### config.mk
export PLATFORM = sky130hd
export DESIGN_NAME = fifo_wr_ctrl_flat
export DESIGN_NICKNAME = d
export VERILOG_FILES = /design/src/rtl/fifo_wr_ctrl_if.sv /design/src/rtl/fifo_wr_ctrl.sv /design/src/flat_wrapper.sv
export SDC_FILE = /design/constraint.sdc
export NUM_CORES = 1
export LEC_CHECK = 0
export ABC_AREA = 1
export CAP_MARGIN = 20
export CORE_UTILIZATION = 29
export CTS_CLUSTER_SIZE = 25
export DETAILED_ROUTE_END_ITERATION = 6
export HOLD_SLACK_MARGIN = 0.06
export PLACE_DENSITY_LB_ADDON = 0.15
export SYNTH_ARGS = -nofsm -noshare
export SYNTH_HDL_FRONTEND = slang
export SYNTH_SLANG_ARGS = --single-unit
### constraint.sdc
create_clock -name clk -period 5.05 [get_ports clk]
set_input_delay 1.01 -clock clk [delete_from_list [all_inputs] [get_ports clk]]
set_output_delay 1.01 -clock clk [all_outputs]
set_load 0.005 [all_outputs]
### src/rtl/fifo_wr_ctrl_if.sv
// Bundle of write-side FIFO signals shared by the producer, the read side and
// the write controller. The optional overflow counter only appears in the
// bundle when FIFO_WR_OVF_CNT_EN is defined.
// master : environment side (producer request, read pointer, overflow clear)
// slave  : fifo_wr_ctrl side (strobe, address, pointer and status outputs)
interface fifo_wr_ctrl_if #(
   parameter int AW = 8
);

   logic          en;
   logic [AW:0]   rd_ptr;
   logic          ovf_clr;
   logic          push;
   logic [AW-1:0] wr_addr;
   logic [AW:0]   wr_ptr;
   logic          full;
   logic          almost_full;
   logic [AW:0]   level;
   logic [1:0]    state;
   logic          overflow;
`ifdef FIFO_WR_OVF_CNT_EN
   logic [7:0]    ovf_cnt;
`endif

`ifdef FIFO_WR_OVF_CNT_EN
   modport master (
      output en, rd_ptr, ovf_clr,
      input  push, wr_addr, wr_ptr, full, almost_full, level, state, overflow,
             ovf_cnt
   );

   modport slave (
      input  en, rd_ptr, ovf_clr,
      output push, wr_addr, wr_ptr, full, almost_full, level, state, overflow,
             ovf_cnt
   );
`else
   modport master (
      output en, rd_ptr, ovf_clr,
      input  push, wr_addr, wr_ptr, full, almost_full, level, state, overflow
   );

   modport slave (
      input  en, rd_ptr, ovf_clr,
      output push, wr_addr, wr_ptr, full, almost_full, level, state, overflow
   );
`endif

endinterface

### src/rtl/fifo_wr_ctrl.sv
// Write-side controller of the synchronous FIFO.
// Accepts producer write requests with zero latency, generates the memory
// write strobe/address, keeps the extended (wrap-bit) write pointer and
// derives full, almost-full and fill level against the read-side pointer.
// A sticky overflow flag records every request rejected because of full.
// Optional feature macro: FIFO_WR_OVF_CNT_EN adds an 8-bit saturating count
// of rejected write cycles (bus.ovf_cnt).
module fifo_wr_ctrl #(
   parameter int AW           = 8,
   parameter int AFULL_THRESH = (2 ** AW) - 2
) (
   input  logic           clk,
   input  logic           arst,
   fifo_wr_ctrl_if.slave  bus
);

   // Outcome of the previous cycle; encoding is visible on the state port.
   typedef enum logic [1:0] {
      IDLE = 2'd0,
      FULL = 2'd1,
      PUSH = 2'd2
   } state_t;

   localparam logic [AW:0] AFULL_LVL = (AW + 1)'(AFULL_THRESH);
   localparam logic [AW:0] PTR_ONE   = {{AW{1'b0}}, 1'b1};

   logic [AW:0] wr_ptr_q;
   logic [AW:0] wr_ptr_d;
   state_t      state_q;
   state_t      state_d;
   logic        overflow_q;
   logic        overflow_d;
   logic        full_w;
   logic        push_w;
   logic        reject_w;
   logic [AW:0] level_w;

   // Full when the pointers address the same slot but differ in wrap bit;
   // the write is accepted in the same cycle it is requested unless full.
   always_comb begin
      full_w   = (wr_ptr_q[AW] != bus.rd_ptr[AW]) &&
                 (wr_ptr_q[AW-1:0] == bus.rd_ptr[AW-1:0]);
      level_w  = wr_ptr_q - bus.rd_ptr;
      push_w   = bus.en && !full_w;
      reject_w = bus.en && full_w;
   end

   // Pointer advance on an accepted write; natural wrap of the AW+1 bits.
   always_comb begin
      wr_ptr_d = wr_ptr_q;
      if (push_w) begin
         wr_ptr_d = wr_ptr_q + PTR_ONE;
      end
   end

   // Extended write pointer register.
   always_ff @(posedge clk or posedge arst) begin
      if (arst) begin
         wr_ptr_q <= '0;
      end else begin
         wr_ptr_q <= wr_ptr_d;
      end
   end

   // Next outcome depends only on this cycle's request, so any stray
   // encoding (including 3) falls back to IDLE after one clock.
   always_comb begin
      state_d = IDLE;
      if (push_w) begin
         state_d = PUSH;
      end else if (reject_w) begin
         state_d = FULL;
      end
   end

   // Outcome state register.
   always_ff @(posedge clk or posedge arst) begin
      if (arst) begin
         state_q <= IDLE;
      end else begin
         state_q <= state_d;
      end
   end

   // Sticky overflow: a rejection in the same cycle as a clear still sets it.
   always_comb begin
      overflow_d = overflow_q;
      if (reject_w) begin
         overflow_d = 1'b1;
      end else if (bus.ovf_clr) begin
         overflow_d = 1'b0;
      end
   end

   // Overflow flag register.
   always_ff @(posedge clk or posedge arst) begin
      if (arst) begin
         overflow_q <= 1'b0;
      end else begin
         overflow_q <= overflow_d;
      end
   end

`ifdef FIFO_WR_OVF_CNT_EN
   logic [7:0] ovf_cnt_q;
   logic [7:0] ovf_cnt_d;

   // Saturating rejection count; a clear coinciding with a rejection
   // restarts the count at 1 so that rejection is not lost.
   always_comb begin
      ovf_cnt_d = ovf_cnt_q;
      if (reject_w) begin
         if (bus.ovf_clr) begin
            ovf_cnt_d = 8'd1;
         end else if (ovf_cnt_q != 8'hFF) begin
            ovf_cnt_d = ovf_cnt_q + 8'd1;
         end
      end else if (bus.ovf_clr) begin
         ovf_cnt_d = 8'd0;
      end
   end

   // Rejection counter register.
   always_ff @(posedge clk or posedge arst) begin
      if (arst) begin
         ovf_cnt_q <= 8'd0;
      end else begin
         ovf_cnt_q <= ovf_cnt_d;
      end
   end

   assign bus.ovf_cnt = ovf_cnt_q;
`endif

   assign bus.push        = push_w;
   assign bus.wr_addr     = wr_ptr_q[AW-1:0];
   assign bus.wr_ptr      = wr_ptr_q;
   assign bus.full        = full_w;
   assign bus.almost_full = (level_w >= AFULL_LVL);
   assign bus.level       = level_w;
   assign bus.state       = state_q;
   assign bus.overflow    = overflow_q;

endmodule
### src/flat_wrapper.sv
// flat-port wrapper written by rule: the top's interface ports become plain ports
module fifo_wr_ctrl_flat 
#(
   parameter int AW           = 8,
   parameter int AFULL_THRESH = (2 ** AW) - 2
)
  (clk, arst, bus_en, bus_rd_ptr, bus_ovf_clr, bus_push, bus_wr_addr, bus_wr_ptr, bus_full, bus_almost_full, bus_level, bus_state, bus_overflow);
  fifo_wr_ctrl_if #(.AW(AW)) bus_i ();
  input  logic clk;
  input  logic arst;
  input wire logic [$bits(bus_i.en)-1:0] bus_en;
  input wire logic [$bits(bus_i.rd_ptr)-1:0] bus_rd_ptr;
  input wire logic [$bits(bus_i.ovf_clr)-1:0] bus_ovf_clr;
  output wire logic [$bits(bus_i.push)-1:0] bus_push;
  output wire logic [$bits(bus_i.wr_addr)-1:0] bus_wr_addr;
  output wire logic [$bits(bus_i.wr_ptr)-1:0] bus_wr_ptr;
  output wire logic [$bits(bus_i.full)-1:0] bus_full;
  output wire logic [$bits(bus_i.almost_full)-1:0] bus_almost_full;
  output wire logic [$bits(bus_i.level)-1:0] bus_level;
  output wire logic [$bits(bus_i.state)-1:0] bus_state;
  output wire logic [$bits(bus_i.overflow)-1:0] bus_overflow;
  assign bus_i.en = bus_en;
  assign bus_i.rd_ptr = bus_rd_ptr;
  assign bus_i.ovf_clr = bus_ovf_clr;
  assign bus_push = bus_i.push;
  assign bus_wr_addr = bus_i.wr_addr;
  assign bus_wr_ptr = bus_i.wr_ptr;
  assign bus_full = bus_i.full;
  assign bus_almost_full = bus_i.almost_full;
  assign bus_level = bus_i.level;
  assign bus_state = bus_i.state;
  assign bus_overflow = bus_i.overflow;
  fifo_wr_ctrl #(.AW(AW), .AFULL_THRESH(AFULL_THRESH)) u_core (.clk(clk), .arst(arst), .bus(bus_i));
endmodule
==> reports/metrics.cfg <==
[final_layout]
n_antenna_cell = 0
nNetsFinal = 238
final_layout_size_suffix_gt1_share_pct = 8.92
syn_to_final_growth_pct = 38.5
fillers = 452

[floorplan]
die_w_um = 66.5
die_area_um2 = 4420
num_rows = 23
core-area_um2 = 4000
start_util_pct = 30.1
die_height_um = 66.5
ios = 45

[setup_path]
path_cells = clkdlybuf4s50_1 -> ha_1 -> inv_1 -> fa_1 -> nand2_1 -> nand2_1 -> nand3_1 -> nand2_1 -> nand2_1 -> nand2_1 -> nor2_1 -> nand2_1 -> nand2_1 -> clkdlybuf4s50_1
path_class = input port to primary output
endpoint_kind = primary output
critPathMaxFanout = 3
critical-path-slowest-cell = clkdlybuf4s50_1
critPathTopFamily = buffers and inverters
worst_ep_arrival_time_ns = 3.22
critPathBufInv = 3
crit_path_max_incr_delay_ns = 0.49
startpoint_type = input port
crit_required_ns = 4.04
crit_top_cell = nand2_1

[run]
max_cap_viol_count = 0

[clock_tree]
hold_buffers = 0
cts_max_path_buffers = 2
clock_latency_ns = 0.23
cts.repair.resized = 0
cts_tree = yes
htree_levels = 1
cts_sinks = 12
postCtsSetupRepairBufs = 0
root_buffer = clkbuf_8
numCtsBuffers = 3
path_clk_slew_ns = 0.05

[sta]
hold_viol = 0
finClkSkew_ns = 0.000777
fin_ws_ns = 0.821
drv_slew = 0
clock.fmax_mhz = 236
finalCritPeriodShare_pct = 83.7
worst_slew_margin_rel_pct = 69.5
rsz0062_at_grt = false
max_slew.worst_pin.slew_ns = 0.458
min_period_ns = 4.23
setup_tns_ns = 0
setup_violations = 0

[synthesis]
synth_cell_types = 26
synthArstFlopShare_pct = 100
synthTopCellsByCount = nand2_1 (49), inv_1 (36), dfrtp_1 (12)
synth_edf_count = 0
yosysSeqAreaShare_pct = 24.9
yosysTopAreaCellShare_pct = 24.9
synth_flop_cell = dfrtp_1
synth_fp_nets = 198
synthesis.area_um2 = 1200
yosysMostFrequentCell = nand2_1
synth_top_cell_by_area = dfrtp_1
avgSynthCellArea_um2 = 6.89
synth_area_leaders = dfrtp_1 (25%), nand2_1 (15%), inv_1 (11%)
syn_inst = 175
yosysWarnings = 0
synth_seq_cells = 12

[place]
portBuffers = 44
gp_congestion = 0.781
dp_hpwl_um = 2220
dp_worst_setup_slack_ns = 0.800

[routing]
drt-initial-drc-count = 56
vias_per_cell = 4.41
finalWirelength_um = 2710
ant_nets = 0
wl_per_cell_um = 10.3
firstDrtPassIters = 4
drc = 0
vias = 1161

[global_route]
grt_max_degree = 16
grt_usage_pct = 13.3
grt-busiest-layer = met2
grt_first_pass_wirelength_um = 4530
antenna_found_initial = 0
grt_overflow = 0
use_met3_pct = 2.05
met2_usage_pct = 21.8
grt_pass1_vias = 1050
use_met1_pct = 18.1

[status]
outcome = complete, no violations

[power]
finalPower_uw = 822
peakVddDrop_mv = 0.196
p_leak_uw = 0.000853
p_per_area_nw_per_um2 = 492

[worst_hold_path]
hold_path.class = flop to flop

-- cells in the final DEF (no fill, tap or decap), types with 2 or more instances in the layout --
master	count
ha_1	9
nor2_1	8
nor3_1	4
nand4_1	2
nand3_2	3
dfrtp_1	12
clkdlybuf4s50_1	44
clkbuf_8	3
nand3_1	11
xor2_1	7
inv_2	2
inv_1	36
o21ai_2	4
a21oi_1	5
nand2_2	2
nor3_2	2
nand2_1	49
o21ai_0	2
-- tightest hold or removal path, cell delays in order, from the launching register on --
cell and delay [ns]:
dfrtp_1 0.38, inv_1 0.05, o21ai_0 0.06
-- layout make-up --
class                      instances  area [um^2]  share of cell area [%]
sequential                        12          300                    18.0
tap                               50         62.6                    3.75
timing repair buffer              44          440                    26.4
multi-input combinational        115          676                    40.5
clock buffer                       3         41.3                    2.47
inverter                          39          149                    8.92
-- sequential cells by signal (all words and copies together) (netlist names) --
signal / cells
u_core.bus.wr_ptr: 9
u_core.bus.overflow: 1
u_core.bus.state: 2
-- final timing paths --
kind                                       from                   end  slack [ns]  depth (start not counted)
max                               bus_rd_ptr[0]       bus_almost_full        0.82                         14
max in group asynchronous                  arst  u_core.bus.wr_ptr[6]        3.65                          2
min in group asynchronous                  arst   u_core.bus.state[0]        1.09                          2
max reg2reg                u_core.bus.wr_ptr[3]  u_core.bus.wr_ptr[5]        3.23                          8
min reg2reg                 u_core.bus.overflow   u_core.bus.overflow        0.53                          2
min                         u_core.bus.overflow   u_core.bus.overflow        0.53                          2
-- stage by stage --
stage	area (um^2)	cells	util, %	hold WS (ns)
6_report	1670	263	41.7	0.527
5_1_grt	1670	263	41.7	0.593
4_1_cts	1670	263	41.7	0.534
3_5_place_dp	1630	260	40.7	0.527
3_3_place_gp	1630	260	40.7	0.514
2_1_floorplan	1200	175	-	0.517
-- report_power, final --
group	switching [uW]	internal, uW	leakage, uW
clock network	31.8	52.3	0.0000216
registers	49.6	124	0.000155
logic	261	304	0.000676
total	342	479	0.000853
-- metal layers --
layer,routed length (um),vias to the layer above
met5,0,-
met4,25,0
met3,129,2
met2,1240,31
met1,1310,524
li1,-,604
-- logic make-up (layout without fill, tap and decap cells) --
group                      Yosys count  count (layout)  synth area share, %
DFF                                 12              12                 24.9
AOI/OAI and AO/OA                   13              13                 7.06
adders and majority gates           10              10                 11.0
and+or+nand+nor                     85              85                 32.9
buffers and inverters               48              86                 19.0
xor gates and xnor gates             7               7                 5.09
(Power assumes the default switching activity.)
